**src/rtl/disp_vram_rdslave_if.sv**
```systemverilog
// AXI read address/data channel bundle between the display VRAM read master and its VRAM responder.
interface disp_vram_rdslave_if;
    logic [31:0] ARADDR;
    logic [7:0]  ARLEN;
    logic        ARVALID;
    logic        ARREADY;
    logic [63:0] RDATA;
    logic [1:0]  RRESP;
    logic        RLAST;
    logic        RVALID;
    logic        RREADY;

    modport master (
        output ARADDR, ARLEN, ARVALID, RREADY,
        input  ARREADY, RDATA, RRESP, RLAST, RVALID
    );

    modport slave (
        input  ARADDR, ARLEN, ARVALID, RREADY,
        output ARREADY, RDATA, RRESP, RLAST, RVALID
    );
endinterface

```
**src/rtl/disp_vram_rdslave.sv**
```systemverilog
// AXI read responder for display VRAM: 2-deep AR queue, INCR burst issue into a 1-cycle
// synchronous RAM port, 2-deep R output FIFO with full RREADY backpressure.
module disp_vram_rdslave #(
    parameter logic [31:0] BASE_ADDR = 32'h0000_0000,
    parameter int unsigned MEM_AW    = 16
) (
    input  logic               ACLK,
    input  logic               ARST,
    disp_vram_rdslave_if.slave axi,
    output logic [MEM_AW-1:0]  MEM_ADDR,
    output logic               MEM_RE,
    input  logic [63:0]        MEM_RDATA
);
    typedef enum logic {S_IDLE, S_BURST} state_t;

    localparam logic [1:0]  RESP_OKAY   = 2'b00;
    localparam logic [1:0]  RESP_SLVERR = 2'b10;
    localparam logic [28:0] BASE_W      = BASE_ADDR[31:3];
    localparam logic [29:0] WIN_END     = {1'b0, BASE_W} + (30'd1 << MEM_AW);

    state_t      state_q, state_d;
    logic [28:0] beat_addr_q, beat_addr_d;
    logic [8:0]  beats_left_q, beats_left_d;

    logic [28:0] arq_addr_q [2];
    logic [28:0] arq_addr_d [2];
    logic [7:0]  arq_len_q [2];
    logic [7:0]  arq_len_d [2];
    logic        arq_wr_q, arq_wr_d, arq_rd_q, arq_rd_d;
    logic [1:0]  arq_cnt_q, arq_cnt_d;
    logic        arready_q, arready_d;

    logic [63:0] fifo_data_q [2];
    logic [63:0] fifo_data_d [2];
    logic [1:0]  fifo_resp_q [2];
    logic [1:0]  fifo_resp_d [2];
    logic        fifo_last_q [2];
    logic        fifo_last_d [2];
    logic        fifo_wr_q, fifo_wr_d, fifo_rd_q, fifo_rd_d;
    logic [1:0]  fifo_cnt_q, fifo_cnt_d;

    logic        infl_q, infl_d, infl_ok_q, infl_ok_d, infl_last_q, infl_last_d;

    logic        arq_push, arq_pop, in_burst, have_burst, credit, issue, is_last, in_range;
    logic        r_valid, r_pop, fifo_push, fifo_pop;
    logic [28:0] cur_addr;
    logic [8:0]  cur_left;
    logic [63:0] infl_data, r_data;
    logic [1:0]  infl_resp, r_resp;
    logic        r_last;
    logic        unused_addr_lsb;

    assign unused_addr_lsb = ^axi.ARADDR[2:0];

    // State register
    always_ff @(posedge ACLK or posedge ARST) begin
        if (ARST) state_q <= S_IDLE;
        else      state_q <= state_d;
    end

    always_ff @(posedge ACLK or posedge ARST) begin
        if (ARST) begin
            beat_addr_q  <= '0;
            beats_left_q <= '0;
            arq_addr_q   <= '{default: '0};
            arq_len_q    <= '{default: '0};
            arq_wr_q     <= 1'b0;
            arq_rd_q     <= 1'b0;
            arq_cnt_q    <= '0;
            arready_q    <= 1'b0;
            fifo_data_q  <= '{default: '0};
            fifo_resp_q  <= '{default: '0};
            fifo_last_q  <= '{default: 1'b0};
            fifo_wr_q    <= 1'b0;
            fifo_rd_q    <= 1'b0;
            fifo_cnt_q   <= '0;
            infl_q       <= 1'b0;
            infl_ok_q    <= 1'b0;
            infl_last_q  <= 1'b0;
        end else begin
            beat_addr_q  <= beat_addr_d;
            beats_left_q <= beats_left_d;
            arq_addr_q   <= arq_addr_d;
            arq_len_q    <= arq_len_d;
            arq_wr_q     <= arq_wr_d;
            arq_rd_q     <= arq_rd_d;
            arq_cnt_q    <= arq_cnt_d;
            arready_q    <= arready_d;
            fifo_data_q  <= fifo_data_d;
            fifo_resp_q  <= fifo_resp_d;
            fifo_last_q  <= fifo_last_d;
            fifo_wr_q    <= fifo_wr_d;
            fifo_rd_q    <= fifo_rd_d;
            fifo_cnt_q   <= fifo_cnt_d;
            infl_q       <= infl_d;
            infl_ok_q    <= infl_ok_d;
            infl_last_q  <= infl_last_d;
        end
    end

    // Next-state: in IDLE the first beat issues straight from the queue head so the
    // RAM read starts the cycle after the AR handshake.
    always_comb begin
        in_burst   = (state_q == S_BURST);
        have_burst = in_burst || (arq_cnt_q != 2'd0);
        cur_addr   = in_burst ? beat_addr_q : arq_addr_q[arq_rd_q];
        cur_left   = in_burst ? beats_left_q : {1'b0, arq_len_q[arq_rd_q]} + 9'd1;
        r_valid    = (fifo_cnt_q != 2'd0) || infl_q;
        r_pop      = r_valid && axi.RREADY;
        credit     = ({1'b0, fifo_cnt_q} + {2'b00, infl_q} - {2'b00, r_pop}) < 3'd2;
        issue      = have_burst && credit;
        is_last    = (cur_left == 9'd1);
        in_range   = ({1'b0, cur_addr} >= {1'b0, BASE_W}) && ({1'b0, cur_addr} < WIN_END);
        arq_pop    = issue && (!in_burst || (is_last && arq_cnt_q != 2'd0));

        state_d      = state_q;
        beat_addr_d  = beat_addr_q;
        beats_left_d = beats_left_q;
        if (issue) begin
            if (!is_last) begin
                state_d      = S_BURST;
                beat_addr_d  = cur_addr + 29'd1;
                beats_left_d = cur_left - 9'd1;
            end else if (in_burst && arq_cnt_q != 2'd0) begin
                state_d      = S_BURST;
                beat_addr_d  = arq_addr_q[arq_rd_q];
                beats_left_d = {1'b0, arq_len_q[arq_rd_q]} + 9'd1;
            end else begin
                state_d = S_IDLE;
            end
        end
    end

    always_comb begin
        arq_push   = axi.ARVALID && arready_q;
        arq_addr_d = arq_addr_q;
        arq_len_d  = arq_len_q;
        arq_wr_d   = arq_wr_q;
        arq_rd_d   = arq_rd_q;
        if (arq_push) begin
            arq_addr_d[arq_wr_q] = axi.ARADDR[31:3];
            arq_len_d[arq_wr_q]  = axi.ARLEN;
            arq_wr_d             = ~arq_wr_q;
        end
        if (arq_pop) arq_rd_d = ~arq_rd_q;
        arq_cnt_d = arq_cnt_q + {1'b0, arq_push} - {1'b0, arq_pop};
        arready_d = (arq_cnt_d < 2'd2);

        infl_d      = issue;
        infl_ok_d   = issue && in_range;
        infl_last_d = issue && is_last;
        infl_data   = infl_ok_q ? MEM_RDATA : '0;
        infl_resp   = infl_ok_q ? RESP_OKAY : RESP_SLVERR;

        // An in-flight beat skips the FIFO when it is empty and the master is ready.
        fifo_push   = infl_q && !((fifo_cnt_q == 2'd0) && axi.RREADY);
        fifo_pop    = (fifo_cnt_q != 2'd0) && axi.RREADY;
        fifo_data_d = fifo_data_q;
        fifo_resp_d = fifo_resp_q;
        fifo_last_d = fifo_last_q;
        fifo_wr_d   = fifo_wr_q;
        fifo_rd_d   = fifo_rd_q;
        if (fifo_push) begin
            fifo_data_d[fifo_wr_q] = infl_data;
            fifo_resp_d[fifo_wr_q] = infl_resp;
            fifo_last_d[fifo_wr_q] = infl_last_q;
            fifo_wr_d              = ~fifo_wr_q;
        end
        if (fifo_pop) fifo_rd_d = ~fifo_rd_q;
        fifo_cnt_d = fifo_cnt_q + {1'b0, fifo_push} - {1'b0, fifo_pop};
    end

    // Outputs
    always_comb begin
        MEM_RE   = issue && in_range;
        MEM_ADDR = MEM_RE ? MEM_AW'(cur_addr - BASE_W) : '0;
        r_data   = '0;
        r_resp   = RESP_OKAY;
        r_last   = 1'b0;
        if (fifo_cnt_q != 2'd0) begin
            r_data = fifo_data_q[fifo_rd_q];
            r_resp = fifo_resp_q[fifo_rd_q];
            r_last = fifo_last_q[fifo_rd_q];
        end else if (infl_q) begin
            r_data = infl_data;
            r_resp = infl_resp;
            r_last = infl_last_q;
        end
    end

    assign axi.ARREADY = arready_q;
    assign axi.RVALID  = r_valid;
    assign axi.RDATA   = r_data;
    assign axi.RRESP   = r_resp;
    assign axi.RLAST   = r_last;
endmodule
```
**src/flat_wrapper.sv**
```systemverilog
// flat-port wrapper written by rule: the top's interface ports become plain ports
module disp_vram_rdslave_flat 
#(
    parameter logic [31:0] BASE_ADDR = 32'h0000_0000,
    parameter int unsigned MEM_AW    = 16
)
  (ACLK, ARST, MEM_ADDR, MEM_RE, MEM_RDATA, axi_ARADDR, axi_ARLEN, axi_ARVALID, axi_RREADY, axi_ARREADY, axi_RDATA, axi_RRESP, axi_RLAST, axi_RVALID);
  disp_vram_rdslave_if axi_i ();
  input  logic ACLK;
  input  logic ARST;
  output logic [MEM_AW-1:0] MEM_ADDR;
  output logic MEM_RE;
  input  logic [63:0] MEM_RDATA;
  input wire logic [$bits(axi_i.ARADDR)-1:0] axi_ARADDR;
  input wire logic [$bits(axi_i.ARLEN)-1:0] axi_ARLEN;
  input wire logic [$bits(axi_i.ARVALID)-1:0] axi_ARVALID;
  input wire logic [$bits(axi_i.RREADY)-1:0] axi_RREADY;
  output wire logic [$bits(axi_i.ARREADY)-1:0] axi_ARREADY;
  output wire logic [$bits(axi_i.RDATA)-1:0] axi_RDATA;
  output wire logic [$bits(axi_i.RRESP)-1:0] axi_RRESP;
  output wire logic [$bits(axi_i.RLAST)-1:0] axi_RLAST;
  output wire logic [$bits(axi_i.RVALID)-1:0] axi_RVALID;
  assign axi_i.ARADDR = axi_ARADDR;
  assign axi_i.ARLEN = axi_ARLEN;
  assign axi_i.ARVALID = axi_ARVALID;
  assign axi_i.RREADY = axi_RREADY;
  assign axi_ARREADY = axi_i.ARREADY;
  assign axi_RDATA = axi_i.RDATA;
  assign axi_RRESP = axi_i.RRESP;
  assign axi_RLAST = axi_i.RLAST;
  assign axi_RVALID = axi_i.RVALID;
  disp_vram_rdslave #(.BASE_ADDR(BASE_ADDR), .MEM_AW(MEM_AW)) u_core (.ACLK(ACLK), .ARST(ARST), .axi(axi_i), .MEM_ADDR(MEM_ADDR), .MEM_RE(MEM_RE), .MEM_RDATA(MEM_RDATA));
endmodule
```
**config.mk**
```make
export PLATFORM = sky130hd
export DESIGN_NAME = disp_vram_rdslave_flat
export DESIGN_NICKNAME = d
export VERILOG_FILES = /design/src/rtl/disp_vram_rdslave_if.sv /design/src/rtl/disp_vram_rdslave.sv /design/src/flat_wrapper.sv
export SDC_FILE = /design/constraint.sdc
export NUM_CORES = 1
export LEC_CHECK = 0
export CORE_UTILIZATION = 50
export CTS_CLUSTER_DIAMETER = 150
export DETAILED_ROUTE_END_ITERATION = 7
export PLACE_DENSITY = 0.84
export SYNTH_ARGS = -nofsm -noshare
export SYNTH_HDL_FRONTEND = slang
export SYNTH_SLANG_ARGS = --single-unit
```
**constraint.sdc**
```tcl
create_clock -name ACLK -period 16 [get_ports ACLK]
set_input_delay 3.2 -clock ACLK [delete_from_list [all_inputs] [get_ports ACLK]]
set_output_delay 3.2 -clock ACLK [all_outputs]
set_load 0.1 [all_outputs]
```
# After elaboration in Yosys (flattened, before gate mapping)
# Cells that the tools add are included.
[totals] reg_bits=259 in_bits=108 word_cells=120 out_inout_bits=86
[op_classes] mux=47 eq_ne=2 reduce_logical=22 bitwise=8 magnitude_cmp=9 addsub=9
[ops] cell="$mux 64" count=7
[ops] cell="$mux 29" count=7
[ops] cell="$bwmux 128" count=1
[ops] cell="$demux 64 s1" count=1
[ops] cell="$bwmux 58" count=1
[ops] cell="$mux 8" count=4
[ops] cell="$add 29x1->29 const B" count=1
[ops] cell="$demux 29 s1" count=1
[ops] cell="$lt 29x17->1 const B" count=1
[ops] cell="$mux 9" count=3
[ops] cell="$bwmux 16" count=1
[ops] cell="$mux 16" count=1
[ops] cell="$mux 2" count=7
[ops] cell="$logic_and 1x1->1" count=13
[ops] cell="$add 8x1->9 const B" count=1
[ops] cell="$eq 9x1->1 const B" count=1
[ops] cell="$sub 9x1->9 const B" count=1
[ops] cell="$demux 8 s1" count=1
[ops] cell="$ge 2x2->1 const B" count=4
[ops] cell="$mux 1" count=8
[ops] cell="$not 1->2" count=4
[ops] cell="$add 2x1->2" count=2
[ops] cell="$bwmux 4" count=1
[ops] cell="$lt 2x1->1 const B" count=2
[ops] cell="15 further kinds" count=23

# Longest topological paths before layout
# Gate-level depths: netlist of the first run.
[logic_depth] word_depth=12 ltp_mapped=20

# Worst setup path before layout of the first run
# OpenSTA, ideal clock, no wires.
[synth_path] path_type="input -> output" start="input port axi_RREADY" end="output port MEM_ADDR[10]" required_ps=12800 setup_slack_ps=6101 arrival_time_ps=6699 n_path_buf=2 stages=12 path_cell_list="and2_1 ha_1 nand2b_1 fa_1 xnor2_1 o311ai_0 inv_1 nand3_1 or4_1 clkbuf_1 buf_2 nor2_1"
[synth_between] elab_chain_len=6
[synth_rtl] element="from (decl)" line="flat_wrapper.sv:17" text="input wire logic [$bits(axi_i.RREADY)-1:0] axi_RREADY;"
[synth_rtl] element="$logic_and 1x1->1" line="disp_vram_rdslave.sv:109" text="r_pop = r_valid && axi.RREADY;"
[synth_rtl] element="$sub 3x1->3" line="disp_vram_rdslave.sv:110" text="credit = ({1'b0, fifo_cnt_q} + {2'b00, infl_q} - {2'b00, r_pop}) < 3'd2;"
[synth_rtl] element="$lt 3x2->1" line="disp_vram_rdslave.sv:110"
[synth_rtl] element="$logic_and 1x1->1" line="disp_vram_rdslave.sv:111" text="issue = have_burst && credit;"
[synth_rtl] element="via u_core.infl_d" line="disp_vram_rdslave.sv:42" text="logic infl_q, infl_d, infl_ok_q, infl_ok_d, infl_last_q, infl_last_d;"
[synth_rtl] element="$logic_and 1x1->1" line="disp_vram_rdslave.sv:175" text="MEM_RE = issue && in_range;"
[synth_rtl] element="$mux 16" line="disp_vram_rdslave.sv:176" text="MEM_ADDR = MEM_RE ? MEM_AW'(cur_addr - BASE_W) : '0;"
[synth_rtl] element="to (decl)" line="flat_wrapper.sv:11" text="output logic [MEM_AW-1:0] MEM_ADDR;"
# The timed path passes the listed nets, and every way through them passes these cells.

# Final worst setup path of the first run
[layout_path] start="input port axi_RREADY" end="output port MEM_ADDR[9]"
# Same word-level chain as after synthesis.

==> metrics.sh, run 1 <==
GRT_PASS1_WL_UM=55200
COMBINATIONALPOWERSHARE=0.478
REMAINING_DRC_ERRORS=0
ROOT_BUFFER='sky130_fd_sc_hd__clkbuf_16'
CHIPHEIGHT_UM=171
CRIT_TOP_CELL='sky130_fd_sc_hd__clkdlybuf4s50_1'
FINALHOLDVIOLCOUNT=0
PWR-SHARE-CLK=0.211
DRV_CAP=0
CTS_TREE='yes'
FINAL_NETS=1742
DIE_AREA_UM2=29100
DRIVE_ABOVE_1_SHARE=0.114
HOLDPATHEND='u_core.fifo_data_q[33]$_DFFE_PP0P_'
FIRST_GLOBAL_VIAS=11400
FINISH.INSTANCE_AREA_UM2=17100
DRT-VIAS-PER-INSTANCE=5.85
WL_PER_CELL_UM=16.8
VDD.IR_DROP.WORST_mV=0.149
CRIT-REG2REG-LAUNCH='u_core.arq_rd_q$_DFFE_PP0P_'
CPPEAKSTAGEDELAY_PS=1180
RUN_STATUS='complete, no violations'
DR_TOTAL_VIAS=11800
BUFFER_PORTS.INSERTED=189
DP_HPWL_UM=20800
NETLIST_AREA_UM2=14200
GR-USAGE-MET2=0.401
TIMING.CRITICAL_PATH.TO_TYPE='output port'
POSTSYNTHNETCOUNT=1631
DETAIL_ROUTE.FIRST_PASS.ITERATIONS=8
LAYOUT.CELLS.MOST_COMMON_LIST='sky130_fd_sc_hd__dfrtp_1, sky130_fd_sc_hd__nand2_1, sky130_fd_sc_hd__o21ai_0'
YOSYSWARNINGCOUNT=0
CRIT_PATH_START_KIND='input pin'
HOLD_WS_PS=476
FINALCRITPERIODSHARE=0.670
GR-TOTAL-OVERFLOW=0
HTREE_LEVELS=1
ROUTED_WIRELENGTH_UM=34000
ANTENNA_LEFT=0
MULTIINPUTGATEAREA_UM2=7220
MAXSLEWHEADROOM=0.200
TIMING.HOLD.WORST.START='u_core.fifo_data_q[33]$_DFFE_PP0P_'
RSZ0062_AT_GRT='no'
FIN_WS_PS=5280
FILLERS=2245
SYNTH_ENABLE_FLOP_CELLS=0
LAYOUT.AREA.SEQ_UM2=6440
FINALWEIGHTEDCONGESTION=0.779
CORE_UM2=27900
CP_CELL_SEQUENCE='clkdlybuf4s50_1 > and2_1 > ha_1 > nand2b_1 > fa_1 > xnor2_1 > o311ai_0 > buf_4 > inv_1 > nand3_1 > or4_1 > nor2_1 > clkdlybuf4s50_1'
FINALSETUPVIOLCOUNT=0
TIMING.CRITICAL_PATH.SLOWEST_STAGE_CELL='sky130_fd_sc_hd__clkdlybuf4s50_1'
POWER.STATIC_LEAKAGE_nW=7.06
SYNTH-ASYNC-RESET-RATIO=1.00
CTS_SETUP_BUFFERS=0
ROWS=61
DIE_W_UM=171
R2R_SETUP_SLACK_PS=11510
SETUP_TOTAL_NEGATIVE_SLACK_PS=0
CTS.PATH.MAX_BUFFERS=3
HOLDCRITPATHCLASS='reg -> reg'
GROUTE.LAYER.MET3.USAGE=0.0354
WORSTMARGINPINSLEW_PS=1200
CLKSINKCOUNT=257
POST_SYNTH_INST_COUNT=1513
SYN2LAYOUT_AREA_GROWTH_PCT=20.4
COUNT_OF_PINS_OVER_THEIR_SLEW_LIMIT=0
WORST-SETUP-PATH-TYPE='in -> out'
POWER.DENSITY_CELL_AREA_nW_PER_UM2=174
POST_CTS_HOLD_BUFFERS=0
SYNTHDOMINANTCELLAREASHARE=0.452
SYNTHDISTINCTLIBCELLS=74
SWITCHINGPOWER_mW=1.24
PLACE_WORST_SETUP_SLACK_PS=5320
TRACK_USAGE=0.229
POST-SYNTH-TOP-AREA-CELL='sky130_fd_sc_hd__dfrtp_1'
CTS-RESIZED-GATES=0
WORST_SKEW_PAIR_LATENCY_PS=540
WORSTREG2REGEND='u_core.arq_cnt_q[1]$_DFF_PP0_'
P_INT_mW=1.73
HOLDPATHSTAGES=2
EFFECTIVE_UTILIZATION_AT_FLOORPLAN=0.510
PERIOD_NEEDED_PS=10720
CRIT_ARRIVAL_PS=7520
SEQ_AREA_FRAC_SYNTH=0.452
WORSTPATHREQUIRED_PS=12800
SYNTH_FF_TYPE='sky130_fd_sc_hd__dfrtp_1'
DPL_CELL_AREA_UM2=16200
GRT_USE_MET1=0.296
FINALCLOCKSKEW_PS=16.9
CRITICAL_PATH_PEAK_FANOUT=17
LEADING_CELL_TYPES_BY_TOTAL_AREA_AFTER_SYNTHESIS='sky130_fd_sc_hd__dfrtp_1, sky130_fd_sc_hd__mux2i_1, sky130_fd_sc_hd__o21ai_0'
FLOORPLAN.IO_PINS=194
GRT_START_MAX_NET_PINS=142
YS_SEQ_ELEMENTS=257
CTS.REPORTEDPATHS.CLKPINSLEW_PS=60
AVGSYNTHCELLAREA_UM2=9.39
DRT_FIRST_ITER_VIOLATIONS=997
ANTENNA_FOUND_INITIAL=0
GLOBAL_ROUTE.PEAK_USAGE_LAYER='met2'
MAX_CLOCK_FREQ_MHz=93.3
N_ANTENNA_CELL=0
SEQ_POWER_SHARE=0.311
P_SW_FRAC=0.417
FF2FF_PATH_DEPTH=16
MOSTFREQUENTLAYOUTCELL='sky130_fd_sc_hd__dfrtp_1'
CTS-BUFFERS-INSERTED=28
kinds of logic (layout without fill, tap and decap cells):
logic type,Yosys count,after routing,synth area share
adders and majority gates,10,10,0.00933
and+or+nand+nor,502,502,0.171
AOI/OAI and AO/OA,363,363,0.148
buffers and inverters,139,269,0.0427
muxes,221,221,0.164
DFF,257,257,0.452
xor gates and xnor gates,20,20,0.0123
other,1,1,0.000264
cells in the mapped netlist (5+ instances only):
master                     count
sky130_fd_sc_hd__and2_1        8
sky130_fd_sc_hd__inv_1        14
sky130_fd_sc_hd__and3_1        7
sky130_fd_sc_hd__xor2_1        5
sky130_fd_sc_hd__buf_2        14
sky130_fd_sc_hd__a21oi_1      31
sky130_fd_sc_hd__o21ai_0     238
sky130_fd_sc_hd__buf_1        13
sky130_fd_sc_hd__nand4_1      73
sky130_fd_sc_hd__a31o_2        6
sky130_fd_sc_hd__ha_1          9
sky130_fd_sc_hd__nor2_1       68
sky130_fd_sc_hd__buf_4         7
sky130_fd_sc_hd__a211oi_1      8
sky130_fd_sc_hd__mux2i_1     123
sky130_fd_sc_hd__nand2_1     248
sky130_fd_sc_hd__or3_1         5
sky130_fd_sc_hd__dfrtp_1     257
sky130_fd_sc_hd__o211ai_1     12
sky130_fd_sc_hd__mux2_2       94
sky130_fd_sc_hd__nand3_1      14
sky130_fd_sc_hd__nand2b_1     20
sky130_fd_sc_hd__xnor2_1      15
sky130_fd_sc_hd__nor3_1       24
sky130_fd_sc_hd__a31oi_1      19
sky130_fd_sc_hd__a21bo_2       7
sky130_fd_sc_hd__clkbuf_1     85
power groups by stage:
stage | Sequential (mW) | Combinational [mW] | Clock, mW
floorplan | 0.899 | 1.15 | 0
global placement | 0.921 | 1.36 | 0
detailed placement | 0.934 | 1.41 | 0
CTS | 0.924 | 1.42 | 0.642
global route | 0.943 | 1.56 | 0.666
finish | 0.926 | 1.42 | 0.626
registers in the layout, indices dropped and copies added (netlist names):
| name | cells |
|---|---|
| u_core.fifo_resp_q | 2 |
| u_core.infl_ok_q | 1 |
| u_core.arq_wr_q | 1 |
| u_core.in_burst | 1 |
| u_core.arq_cnt_q | 2 |
| u_core.axi.ARREADY | 1 |
| u_core.arq_rd_q | 1 |
| u_core.beat_addr_q | 29 |
| u_core.fifo_cnt_q | 2 |
| u_core.beats_left_q | 9 |
| u_core.fifo_wr_q | 1 |
| u_core.fifo_data_q | 128 |
| u_core.infl_last_q | 1 |
| u_core.infl_q | 1 |
| u_core.fifo_last_q | 2 |
| u_core.arq_len_q | 16 |
| u_core.arq_addr_q | 58 |
| u_core.fifo_rd_q | 1 |
worst max-delay path by stage:
stage | start | end | slack, ps | cells after the start
2_1_floorplan | ARST | u_core.arq_addr_q[0]$_DFFE_PP0P_ | 5730 | 1
3_3_place_gp | axi_RREADY | MEM_ADDR[6] | 5400 | 13
4_1_cts | axi_RREADY | MEM_ADDR[9] | 5280 | 13
6_report | axi_RREADY | MEM_ADDR[9] | 5280 | 13
3_5_place_dp | axi_RREADY | MEM_ADDR[1] | 5320 | 13
5_1_grt | axi_RREADY | MEM_ADDR[1] | 5090 | 13
worst max-delay path, delay by kind of cell:
kind / cells / cell delay [ps]
and+or+nand+nor: 5 / 1390
AOI/OAI and AO/OA: 1 / 140
buffers and inverters: 4 / 2020
xor gates and xnor gates: 1 / 150
adders and majority gates: 2 / 630
per-stage QoR:
stage | util | power (mW) | cells
6_report | 0.614 | 2.97 | 2021
3_3_place_gp | 0.582 | 2.28 | 1972
5_1_grt | 0.614 | 3.17 | 2021
2_1_floorplan | - | 2.05 | 1513
4_1_cts | 0.614 | 2.98 | 2021
3_5_place_dp | 0.582 | 2.35 | 1972
per-layer routing:
metal | vias to the layer above | wire (µm) | share of wire
met5 | - | 0 | 0
met4 | 0 | 709 | 0.021
met3 | 56 | 1960 | 0.058
met2 | 346 | 16600 | 0.49
met1 | 5794 | 14800 | 0.43
li1 | 5618 | - | -
final cells by class:
cell class,count,area share
clock buffer,46,0.0496
clock inverter,3,0.00300
tap,378,0.0276
inverter,15,0.00373
sequential,257,0.377
multi-input combinational,1117,0.422
timing repair buffer,205,0.118
No activity file was read; power rests on OpenSTA's default activity.
==> run 2: changes to the inputs <==
clock period = 10.2 ns   (was 16 ns; I/O delays follow)
==> metrics.sh, run 2 (synthesis results as in run 1) <==
RUN_STATUS='complete, no violations'
CTS.REPORTEDPATHS.CLKPINSLEW_PS=60
MAXSLEWHEADROOM=0.199
ROWS=61
WORST-SETUP-PATH-TYPE='in -> out'
DR_TOTAL_VIAS=11800
ANTENNA_FOUND_INITIAL=0
POWER.DENSITY_CELL_AREA_nW_PER_UM2=275
R2R_SETUP_SLACK_PS=5700
LAYOUT.CORE_UTILIZATION=0.615
N_ANTENNA_CELL=0
FINALCLOCKSKEW_PS=10.5
CRIT_TOP_CELL='sky130_fd_sc_hd__clkdlybuf4s50_1'
WL_PER_CELL_UM=17.1
SYN2LAYOUT_AREA_GROWTH_PCT=20.5
FILLERS=2227
REMAINING_DRC_ERRORS=0
POWER.TOTAL_mW=4.71
ROOT_BUFFER='sky130_fd_sc_hd__clkbuf_16'
DRIVE_ABOVE_1_SHARE=0.115
CPPEAKSTAGEDELAY_PS=1170
GRT_START_MAX_NET_PINS=138
WORSTPATHREQUIRED_PS=8160
CHIPHEIGHT_UM=171
HOLD_WS_PS=478
POST_CTS_HOLD_BUFFERS=0
FINALHOLDVIOLCOUNT=0
HOLDCRITPATHCLASS='reg -> reg'
MAX_CLOCK_FREQ_MHz=119
ROUTED_WIRELENGTH_UM=34700
FIN_WS_PS=1820
TIMING.CRITICAL_PATH.SLOWEST_STAGE_CELL='sky130_fd_sc_hd__clkdlybuf4s50_1'
FF2FF_PATH_DEPTH=12
DIE_W_UM=171
MULTIINPUTGATEAREA_UM2=7220
DRT-VIAS-PER-INSTANCE=5.85
ANTENNA_LEFT=0
POWER.STATIC_LEAKAGE_nW=7.07
REGISTERS.TOP_BY_FF_COUNT='u_core.fifo_data_q'
CTS.PATH.MAX_BUFFERS=3
EFFECTIVE_UTILIZATION_AT_FLOORPLAN=0.510
FINALCRITPERIODSHARE=0.821
PERIOD_NEEDED_PS=8380
RSZ0062_AT_GRT='no'
SETUP_TOTAL_NEGATIVE_SLACK_PS=0
FINALWEIGHTEDCONGESTION=0.803
WORSTMARGINPINSLEW_PS=1200
TRACK_USAGE=0.235
FINALSETUPVIOLCOUNT=0
CTS_TREE='yes'
DP_HPWL_UM=21700
DRV_CAP=0
CTS_SETUP_BUFFERS=0
DIE_AREA_UM2=29100
CTS-BUFFERS-INSERTED=28
CRIT_PATH_START_KIND='input pin'
CP_CELL_SEQUENCE='clkdlybuf4s50_1 > and2_1 > ha_1 > nand2b_1 > fa_1 > xnor2_1 > o311ai_0 > buf_4 > inv_1 > nand3_1 > or4_1 > nor2_1 > clkdlybuf4s50_1'
HOLDPATHSTAGES=2
CTS-RESIZED-GATES=0
HTREE_LEVELS=1
BUFFER_PORTS.INSERTED=189
MOSTFREQUENTLAYOUTCELL='sky130_fd_sc_hd__dfrtp_1'
LAYOUT.CELLS.MOST_COMMON_LIST='sky130_fd_sc_hd__dfrtp_1, sky130_fd_sc_hd__nand2_1, sky130_fd_sc_hd__o21ai_0'
CRIT_ARRIVAL_PS=6340
COUNT_OF_PINS_OVER_THEIR_SLEW_LIMIT=0
FIRST_GLOBAL_VIAS=11600
WORST_SKEW_PAIR_LATENCY_PS=550
FLOORPLAN.IO_PINS=194
LARGEST_REGISTER_FFS=128
GRT_PASS1_WL_UM=56400
CLKSINKCOUNT=257
TIMING.CRITICAL_PATH.TO_TYPE='output port'
CORE_UM2=27900
LAYOUT.AREA.SEQ_UM2=6440
DRT_FIRST_ITER_VIOLATIONS=1081
DETAIL_ROUTE.FIRST_PASS.ITERATIONS=5
CRITICAL_PATH_PEAK_FANOUT=17
PLACE_WORST_SETUP_SLACK_PS=1870
VDD.IR_DROP.WORST_mV=0.207
LEADING_REGISTERS_BY_FLOP_COUNT='u_core.fifo_data_q (128), u_core.arq_addr_q (58), u_core.beat_addr_q (29)'
GR-TOTAL-OVERFLOW=0
FINAL_NETS=1741
[run 2: path summary, 6_finish.rpt]
path,from,endpoint
max,axi_RREADY,MEM_ADDR[2]
min,u_core.fifo_data_q[62]$_DFFE_PP0P_,u_core.fifo_data_q[62]$_DFFE_PP0P_
max reg2reg,u_core.arq_rd_q$_DFFE_PP0P_,u_core.beat_addr_q[23]$_DFFE_PP0P_
min reg2reg,u_core.fifo_data_q[62]$_DFFE_PP0P_,u_core.fifo_data_q[62]$_DFFE_PP0P_
max in group asynchronous,ARST,u_core.fifo_resp_q[1]$_DFFE_PP0P_
min in group asynchronous,ARST,u_core.infl_ok_q$_DFF_PP0_
[run 2: power by group]
group	total, mW	switching, mW	internal, mW
clock	1.02	0.410	0.607
sequential	1.46	0.189	1.27
combinational	2.23	1.37	0.857
total	4.71	1.97	2.74
[run 2: layout make-up]
cell class | count | area share
clock buffers | 44 | 0.0485
clock inverters | 7 | 0.00563
inverters | 15 | 0.00373
multi-input cells | 1117 | 0.421
flip-flops and latches | 257 | 0.376
well taps | 378 | 0.0276
repair buffers | 204 | 0.117
[run 2: through the flow]
| step | std cells | instance area, µm² |
|---|---|---|
| after floorplan | 1513 | 14200 |
| after global placement | 1971 | 16200 |
| after detailed placement | 1971 | 16200 |
| after CTS | 2022 | 17100 |
| after global routing | 2022 | 17100 |
| final | 2022 | 17100 |
[run 2: metal layers]
layer	share of wire	track usage	wire, µm	vias to the layer above
met5	0	0	0	-
met4	0.018	0.0576	629	0
met3	0.065	0.0354	2250	51
met2	0.50	0.418	17300	364
met1	0.42	0.299	14500	5788
li1	-	-	-	5630
[run 2: critical path: cells and delay by family]
kind / cells / cell delay [ps]
buffers and inverters: 4 / 1990
AND/OR/NAND/NOR: 5 / 1380
adder cells (fa/ha/maj): 2 / 630
XOR/XNOR: 1 / 150
AO/OA/AOI/OAI: 1 / 130
